`src/rtl/lights_phase_scheduler.sv`:
```
// Round-robin phase scheduler for a three-approach intersection plus pedestrian crossing.
// Optional pedestrian buzzer toggling is compiled in when PED_BEEP_EN is defined.
module lights_phase_scheduler #(
    parameter int unsigned ClockPeriod_ns = 20,
    parameter int unsigned TickCycles     = 50_000_000,
    parameter int unsigned Green_s        = 20,
    parameter int unsigned Yellow_s       = 3,
    parameter int unsigned AllRed_s       = 2
) (
    input  logic       Clock,
    input  logic       Reset,
    input  logic [3:0] Req,
    output logic [3:0] Grant,
    output logic       Yellow,
    output logic       AllRed,
    output logic [7:0] SecLeft,
    output logic       Busy,
    output logic       Beep
);

    localparam int unsigned PRESC_W = (TickCycles > 1) ? $clog2(TickCycles) : 1;
    localparam int unsigned SEC_W   = 8;
    localparam logic [SEC_W-1:0] GREEN_LD  = SEC_W'(Green_s);
    localparam logic [SEC_W-1:0] YELLOW_LD = SEC_W'(Yellow_s);
    localparam logic [SEC_W-1:0] CLEAR_LD  = SEC_W'(AllRed_s);

    // Reject parameter sets the timing logic cannot represent.
    if (ClockPeriod_ns == 0 || TickCycles == 0 ||
        Green_s < 1 || Green_s > 255 || Yellow_s < 1 || Yellow_s > 255 ||
        AllRed_s < 1 || AllRed_s > 255) begin : g_bad_params
        $error("lights_phase_scheduler: parameter out of range");
    end

    typedef enum logic [1:0] {
        S_IDLE,
        S_GREEN,
        S_YELLOW,
        S_CLEAR
    } state_t;

    state_t             state_q, state_d;
    logic [1:0]         ptr_q, ptr_d;
    logic [3:0]         pending_q, pending_d;
    logic [SEC_W-1:0]   sec_q, sec_d;
    logic [PRESC_W-1:0] presc_q, presc_d;
    logic [3:0]         grant_q, grant_d;
    logic               yellow_q, yellow_d;
    logic               all_red_q, all_red_d;
    logic               busy_q, busy_d;

    logic               tick;
    logic               expire;
    logic               win_found;
    logic [1:0]         win_idx;
    logic [3:0]         req_keep;
    logic               enter_green;

    assign tick   = (presc_q == PRESC_W'(TickCycles - 1));
    assign expire = tick && (sec_q == SEC_W'(1));

    // Round-robin search starting one past the last granted index.
    always_comb begin
        win_found = 1'b0;
        win_idx   = ptr_q;
        for (int k = 1; k <= 4; k++) begin
            if (!win_found && pending_q[2'(ptr_q + 2'(k))]) begin
                win_found = 1'b1;
                win_idx   = 2'(ptr_q + 2'(k));
            end
        end
    end

    always_comb begin
        state_d     = state_q;
        ptr_d       = ptr_q;
        sec_d       = sec_q;
        presc_d     = tick ? '0 : presc_q + 1'b1;
        enter_green = 1'b0;

        case (state_q)
            S_IDLE: begin
                presc_d = '0;
                sec_d   = '0;
                if (win_found) begin
                    enter_green = 1'b1;
                end
            end
            S_GREEN: begin
                if (expire) begin
                    if ((pending_q & ~(4'b0001 << ptr_q)) != 4'b0000) begin
                        state_d = S_YELLOW;
                        sec_d   = YELLOW_LD;
                    end else begin
                        sec_d   = GREEN_LD;
                    end
                end else if (tick) begin
                    sec_d = sec_q - 1'b1;
                end
            end
            S_YELLOW: begin
                if (expire) begin
                    state_d = S_CLEAR;
                    sec_d   = CLEAR_LD;
                end else if (tick) begin
                    sec_d = sec_q - 1'b1;
                end
            end
            S_CLEAR: begin
                if (expire) begin
                    if (win_found) begin
                        enter_green = 1'b1;
                    end else begin
                        state_d = S_IDLE;
                        sec_d   = '0;
                    end
                end else if (tick) begin
                    sec_d = sec_q - 1'b1;
                end
            end
            default: state_d = S_IDLE;
        endcase

        if (enter_green) begin
            state_d = S_GREEN;
            ptr_d   = win_idx;
            sec_d   = GREEN_LD;
            presc_d = '0;
        end

        // The requester currently holding the crossing cannot re-queue itself.
        req_keep = Req;
        if (state_q == S_GREEN || state_q == S_YELLOW) begin
            req_keep[ptr_q] = 1'b0;
        end
        pending_d = pending_q | req_keep;
        if (enter_green) begin
            pending_d[win_idx] = 1'b0;
        end

        grant_d   = (state_d == S_GREEN || state_d == S_YELLOW) ? (4'b0001 << ptr_d) : 4'b0000;
        yellow_d  = (state_d == S_YELLOW);
        all_red_d = (state_d == S_IDLE || state_d == S_CLEAR);
        busy_d    = (state_d != S_IDLE);
    end

    always_ff @(posedge Clock) begin
        if (Reset) begin
            state_q   <= S_IDLE;
            ptr_q     <= 2'd3;
            pending_q <= '0;
            sec_q     <= '0;
            presc_q   <= '0;
            grant_q   <= '0;
            yellow_q  <= 1'b0;
            all_red_q <= 1'b1;
            busy_q    <= 1'b0;
        end else begin
            state_q   <= state_d;
            ptr_q     <= ptr_d;
            pending_q <= pending_d;
            sec_q     <= sec_d;
            presc_q   <= presc_d;
            grant_q   <= grant_d;
            yellow_q  <= yellow_d;
            all_red_q <= all_red_d;
            busy_q    <= busy_d;
        end
    end

`ifdef PED_BEEP_EN
    logic beep_q, beep_d;

    // Buzzer runs only while the pedestrian holds green, starting low on entry.
    always_comb begin
        beep_d = 1'b1;
        if (state_d == S_GREEN && ptr_d == 2'd3) begin
            if (state_q != S_GREEN) begin
                beep_d = 1'b0;
            end else if (tick) begin
                beep_d = ~beep_q;
            end else begin
                beep_d = beep_q;
            end
        end
    end

    always_ff @(posedge Clock) begin
        if (Reset) begin
            beep_q <= 1'b1;
        end else begin
            beep_q <= beep_d;
        end
    end

    assign Beep = beep_q;
`else
    assign Beep = 1'b1;
`endif

    assign Grant   = grant_q;
    assign Yellow  = yellow_q;
    assign AllRed  = all_red_q;
    assign SecLeft = sec_q;
    assign Busy    = busy_q;

endmodule
```
`config.mk`:
```
export PLATFORM = sky130hd
export DESIGN_NAME = lights_phase_scheduler
export DESIGN_NICKNAME = d
export VERILOG_FILES = /design/src/rtl/lights_phase_scheduler.sv
export SDC_FILE = /design/constraint.sdc
export NUM_CORES = 1
export LEC_CHECK = 0
export CAP_MARGIN = 15
export CORE_ASPECT_RATIO = 0.75
export CORE_MARGIN = 1
export CORE_UTILIZATION = 55
export DETAILED_ROUTE_END_ITERATION = 10
export PLACE_DENSITY = 0.76
export SYNTH_ARGS = -nofsm -noshare
export SYNTH_HDL_FRONTEND = slang
export SYNTH_SLANG_ARGS = --single-unit
```
`constraint.sdc`:
```
create_clock -name Clock -period 7.3 [get_ports Clock]
set_input_delay 1.46 -clock Clock [delete_from_list [all_inputs] [get_ports Clock]]
set_output_delay 1.46 -clock Clock [all_outputs]
set_load 0.01 [all_outputs]
```
Word level (Yosys, flattened, before mapping)

Index checks and enable logic that the tools add are counted.

Bits in registers: 49
Input bits: 6

Add/sub/neg operators: 5
$lt $le $gt $ge: 7
Equality and inequality tests: 10
Shift-type cells: 2
Mux-type cells: 41
Bitwise operators: 8
Reduce and logical (&&, ||, !) cells: 19

Operators with widths:

| operator                                                              | number |
|---|---|
| 8-bit two-way mux                                                     | 5 |
| 8-bit one-hot mux with 4 select lines                                 | 1 |
| 26-bit by 1-bit adder with 26-bit output, second input constant       | 1 |
| 26-bit equality test, second input constant                           | 1 |
| 2-bit two-way mux                                                     | 11 |
| 2-bit by 3-bit < comparator with 1-bit output, second input constant  | 5 |
| 4-bit bitwise AND                                                     | 3 |
| 1-bit two-way mux                                                     | 12 |
| 4-bit inverter                                                        | 3 |
| 5-bit two-way mux                                                     | 2 |
| 1-bit binary-select mux with 2-bit select                             | 4 |
| 2-bit equality test, second input constant                            | 4 |
| 8-bit by 1-bit equality test with 1-bit output, second input constant | 1 |
| 4-bit two-way mux                                                     | 2 |
| 1-bit by 2-bit left shift with 4-bit output, first input constant     | 2 |
| 8-bit by 1-bit subtractor with 8-bit output, second input constant    | 1 |
| 1-bit logical AND                                                     | 6 |
| 2-bit one-hot mux with 3 select lines                                 | 1 |
| 2-bit adder, second input constant                                    | 2 |
| 1-bit demux with 2-bit select                                         | 2 |
| 2-bit by 1-bit equality test with 1-bit output, second input constant | 2 |
| 2-bit by 1-bit >= comparator with 1-bit output, second input constant | 2 |
| 2-bit logical NOT                                                     | 2 |
| 4-bit inequality test, second input constant                          | 1 |
| other kinds (11)                                                      | 16 |

Longest topological paths before layout

Depth after elaboration: 21
Mapped depth: 15

Worst setup path after synthesis

OpenSTA, ideal clock, no wires.

Path kind: reg2reg
Start point: register sec_q[3], in the netlist SecLeft[3]
End point: register grant_q[2], in the netlist Grant[2]
Arrival: 3.226 ns
Slack: 4.016 ns
Cell stages (with the launch flop): 12
Clock period less this slack: 3.284 ns
Cell sequence: dfxtp_1 > or4_4 > nor4b_4 > nand3_4 > o31a_4 > and4b_1 > or2_1 > ha_1 > nor2b_1 > inv_1 > nor4_1 > a31o_2

Word-level cells in the longest chain between the ends: 9
Elaborated cells between the ends (all ways): 16
Classes of those cells: eq/ne (3); shift (1); mux (8); bitwise (1); reduce/logical (3)

Ends and longest elaborated chain:

| element                                                                                               | RTL line | RTL |
|---|---|---|
| start: declaration                                                                                    | 44       | `logic [SEC_W-1:0] sec_q, sec_d;` |
| start signal: assignment                                                                              | 151      | `sec_q <= '0;` |
| start signal: assignment                                                                              | 161      | `sec_q <= sec_d;` |
| 8-bit by 1-bit equality test with 1-bit output (*)                                                    | 59       | `assign expire = tick && (sec_q == SEC_W'(1));` |
| 1-bit logical AND (*)                                                                                 | 59       |  |
| 2-bit two-way mux (tied with other cells)                                                             | 109      | `if (expire) begin` |
| 2-bit one-hot mux with 3 select lines / 1-bit one-hot mux with 2 select lines (equally long branches) | 80       | `case (state_q)` |
| 2-bit two-way mux                                                                                     | 123      | `if (enter_green) begin` |
| 2-bit by 1-bit equality test with 1-bit output / 2-bit equality test (equally long branches)          | 140      | `grant_d = (state_d == S_GREEN \|\| state_d == S_YELLOW) ? (4'b0001 << ptr_d) : 4'b0000;` |
| 1-bit logical OR                                                                                      | 140      |  |
| 1-bit inverter (no line)                                                                              | --       |  |
| 2-bit OR reduction (no line)                                                                          | --       |  |
| end signal: assignment                                                                                | 163      | `grant_q <= grant_d;` |
| end: declaration                                                                                      | 46       | `logic [3:0] grant_q, grant_d;` |

Every way passes the cells marked *; elsewhere a longest branch is shown, timed or not.
A chain may end at the register's enable or synchronous reset.

Final worst setup path

Start point: register sec_q[3], in the netlist SecLeft[3]
End point: register grant_q[1], in the netlist Grant[1]

Same word-level chain as after synthesis.

==> results.md <==
* Num CTS Buffers at 5
* CP Max Fanout at 10
* Area growth, synth to finish at 11.2%
* DR pass1 iterations at 7
* Hold_buf cts at 0
* Crit path largest cell delay at 0.59 ns
* Fillers at 405
* Clock Latency Late Sink at 0.30 ns
* Fin Hold WS at between 0.4 and 0.5 ns
* Worst Hold End: presc_q[0]$_SDFF_PP0_
* Post-Place Worst Slack at 3.73 ns
* Setup violators final at 0
* Flop-to-flop setup slack at ~3.6 ns
* Die height at between 60 and 70 um
* Final nets at approximately 370
* CP max-delay cell: or4_4
* Die area at 0.00539 mm2
* Seq pwr share at 33.6%
* Post-Route WL at between 5000 and 6000 um
* Status: finished with violations
* Antenna diode count at 0
* Final setup TNS at 0 ns
* Layout cell share with drive strength beyond 1 at 7.49%
* R2r endpoint: Grant[1]$_SDFF_PP0_
* Violated checks: DRC
* Clk slew on worst S/H paths at 0.09 ns
* Ys async rst share at 0%
* Critical path data required time at 7.50 ns
* Placer's final routability congestion estimate at just under 0.9
* CTS max path bufs at 2
* Largest net degree at the start of global routing at 27
* Critical path cell sequence: or4_4 > nor4b_4 > nand3_4 > o31ai_4 > nor2_1 > or2_1 > ha_1 > nor2b_1 > inv_1 > o32ai_1
* Worst-Margin Slew at 0.902 ns
* # IOs at 22
* Hold Path Depth at 1
* Sw Ratio at 43.0%
* CP Capture Type: register
* Total power at roughly 1.1 mW
* DP Wirelength at 4250 um
* Share of power burned in combinational logic at 51.4%
* DR vias at 2398
* Initial DRC Count at a little under 200
* Buf+Inv Stages, Crit Path at 1
* Synthesized Nets at 352
* Wire length per cell at 14.4 um
* Peak supply drop at 0.170 mV
* Hold path start: presc_q[0]$_SDFF_PP0_
* Global-route wire length before repair at 10300 um
* LEAKAGE at 1.09 nW
* RSZ-0062 raised after global routing: false
* Remaining antenna violation count after routing at 0
* Internal power at 0.631 mW
* Core ar. at 0.00490 mm2
* Cell area after synthesis at 0.00280 mm2
* Syn. warnings at 0
* Top cell type's share of synthesized area at 35.0%
* Max-cap violation count at 0
* Max H-tree Level at 2
* Synth area leaders: dfxtp_1 35%, nor2_1 6.3%, ha_1 6.2%
* IO Port Bufs at 20
* Final Hold Fails at 0
* Power Dens Cells at 355 mW/mm2
* R2r startpoint: SecLeft[3]$_SDFFE_PP0P_
* Num rows at 22
* Synth Flop Type: dfxtp_1
* Post-synth EDFFs at 0
* Relative slew slack at 39.3%
* Initial antenna violation count at 0
* Yosys top cell by area: dfxtp_1
* GRT overflow at 0
* Tmin final at 3.66 ns
* FF+latch count, synth at 49
* Vias in the first global route at 2108
* Total track usage at 23.5%
* Vias per std cell at 5.89
* Initial Util at a little under three fifths
* TritonCTS clock tree: done
* Startpoint Class: register
* Sequential area share after synthesis at around a third
* Layout Skew at 0.00544 ns
* # Post-CTS Setup Buffers at 0
* CTS Root Cell: clkbuf_8
* Critical Path AT at 3.86 ns
* Final period util at 50.1%
* FF/Latch Area at approximately 980 um2
* Multi-input gate area at 0.00171 mm2
* Synth cell types at 61
* Worst reg2reg path depth at 10
* Placed instance count at 399
* Cell family contributing the most delay on the critical path: simple AND/OR/NAND/NOR gates
* Fmax at 273 MHz
* Resize count post-CTS at 0
* Critical setup path kind: register to register
* Syn Inst Count at 332
* Die X at 84.4 um
* Average size of a mapped cell at 8.45 um2
* Fin cells at 407
* Hold/Removal Path Class: register to register
* Remaining DRCs at 1
* Critical path depth at 10
* Clock power share at 15.0%
* Sw power at 0.476 mW
* # clock sinks at 49
* Final WS setup at roughly 3.6 ns
* Slew Viols, Final at 0
==> metrics by stage <==
stage	cell area, um2	util (%)
6_report	3120	63.7
5_1_grt	3120	63.7
4_1_cts	3120	63.7
3_5_place_dp	3020	61.7
3_3_place_gp	3020	61.7
2_1_floorplan	2800	-
==> Yosys cell counts, types with 2 or more instances <==
cell and n:
inv_1 15, o21ai_0 11, nand2_1 23, or3_2 2
a31oi_1 2, or3b_2 2, a211oi_1 2, and3_1 6
o31a_1 2, xnor2_1 12, nand2b_1 5, nand3_1 10
nor3_1 10, xor2_1 11, a311oi_1 2, mux4_2 3
nand4_1 10, o31ai_1 5, nor2b_1 4, or3_1 5
and2_1 2, a31o_2 2, nor2_1 47, nor4_1 6
a21oi_1 20, buf_4 2, o32ai_1 2, clkbuf_1 11
mux2i_1 2, dfxtp_1 49, ha_1 14, nand3b_1 4
==> worst max-delay path by stage <==
stage                            startpoint             endpoint
detailed placement  SecLeft[3]$_SDFFE_PP0P_  Grant[1]$_SDFF_PP0_
global route        SecLeft[3]$_SDFFE_PP0P_  Grant[1]$_SDFF_PP0_
global placement    SecLeft[3]$_SDFFE_PP0P_  Grant[2]$_SDFF_PP0_
floorplan           SecLeft[3]$_SDFFE_PP0P_  Grant[2]$_SDFF_PP0_
CTS                 SecLeft[3]$_SDFFE_PP0P_  Grant[2]$_SDFF_PP0_
finish              SecLeft[3]$_SDFFE_PP0P_  Grant[1]$_SDFF_PP0_
==> state kept, by name, summed over array words and instances, names as in the netlist, 2 cells and up <==
register / cells
presc_q: 26
SecLeft: 8
Grant: 4
pending_q: 4
ptr_q: 2
state_q: 2
==> per-layer routing <==
metal | GRT usage (%) | vias up | part of all wire (%)
li1 | - | 1218 | -
met1 | 38.1 | 1093 | 54
met2 | 31.3 | 85 | 39
met3 | 4.91 | 2 | 7.0
met4 | 4.66 | 0 | 0.20
met5 | 0 | - | 0
==> cell families after synthesis <==
family,count (synthesis),synth area share [%]
compound gates,62,15.5
xor+xnor,23,7.18
fa+ha+maj,14,6.25
buf+inv,28,4.02
flops,49,35.0
mux,5,3.12
other cells,1,0.134
simple gates,150,28.8
==> cell type report <==
type	count	area share, %
repair buffers	20	6.42
clock inverters	2	0.441
flip-flops and latches	49	31.4
multi-input cells	255	54.8
well taps	60	2.41
inverters	15	1.81
clock buffers	6	2.65
==> worst register-to-register path, stage by stage, from the launching register on <==
cell and delay, ns:
dfxtp_1 0.37, or4_4 0.59, nor4b_4 0.57, nand3_4 0.21, o31ai_4 0.43, nor2_1 0.11
or2_1 0.27, ha_1 0.27, nor2b_1 0.27, inv_1 0.17, o32ai_1 0.30
==> layout by cell type (no fill, tap or decap), types with 2 or more instances in the layout <==
master	synthesis	layout
dfxtp_1	49	49
a211oi_1	2	2
nand4_1	10	10
or3_2	2	2
nor3_1	10	10
clkbuf_8	0	6
nor4_1	6	6
nor2b_1	4	4
or3b_2	2	2
or3_1	5	5
xor2_1	11	11
mux2i_1	2	2
nand3b_1	4	4
mux4_2	3	3
nor2_1	47	47
nand3_1	10	10
a21oi_1	20	20
o31ai_1	5	5
ha_1	14	14
and3_1	6	6
inv_1	15	15
o21ai_0	11	11
o32ai_1	2	2
a31o_2	2	2
xnor2_1	12	12
and2_1	2	2
a311oi_1	2	2
a31oi_1	2	2
nand2_1	23	23
nand2b_1	5	5
o31a_1	2	2
clkdlybuf4s50_1	0	20
==> power by group through the flow <==
| stage | Combinational, mW | Clock, mW | Sequential (mW) |
|---|---|---|---|
| after floorplan | 0.444 | 0 | 0.347 |
| after global placement | 0.554 | 0 | 0.376 |
| after detailed placement | 0.557 | 0 | 0.375 |
| after CTS | 0.562 | 0.172 | 0.370 |
| after global routing | 0.629 | 0.187 | 0.379 |
| final | 0.569 | 0.166 | 0.371 |
No activity file was read; power rests on OpenSTA's default activity.
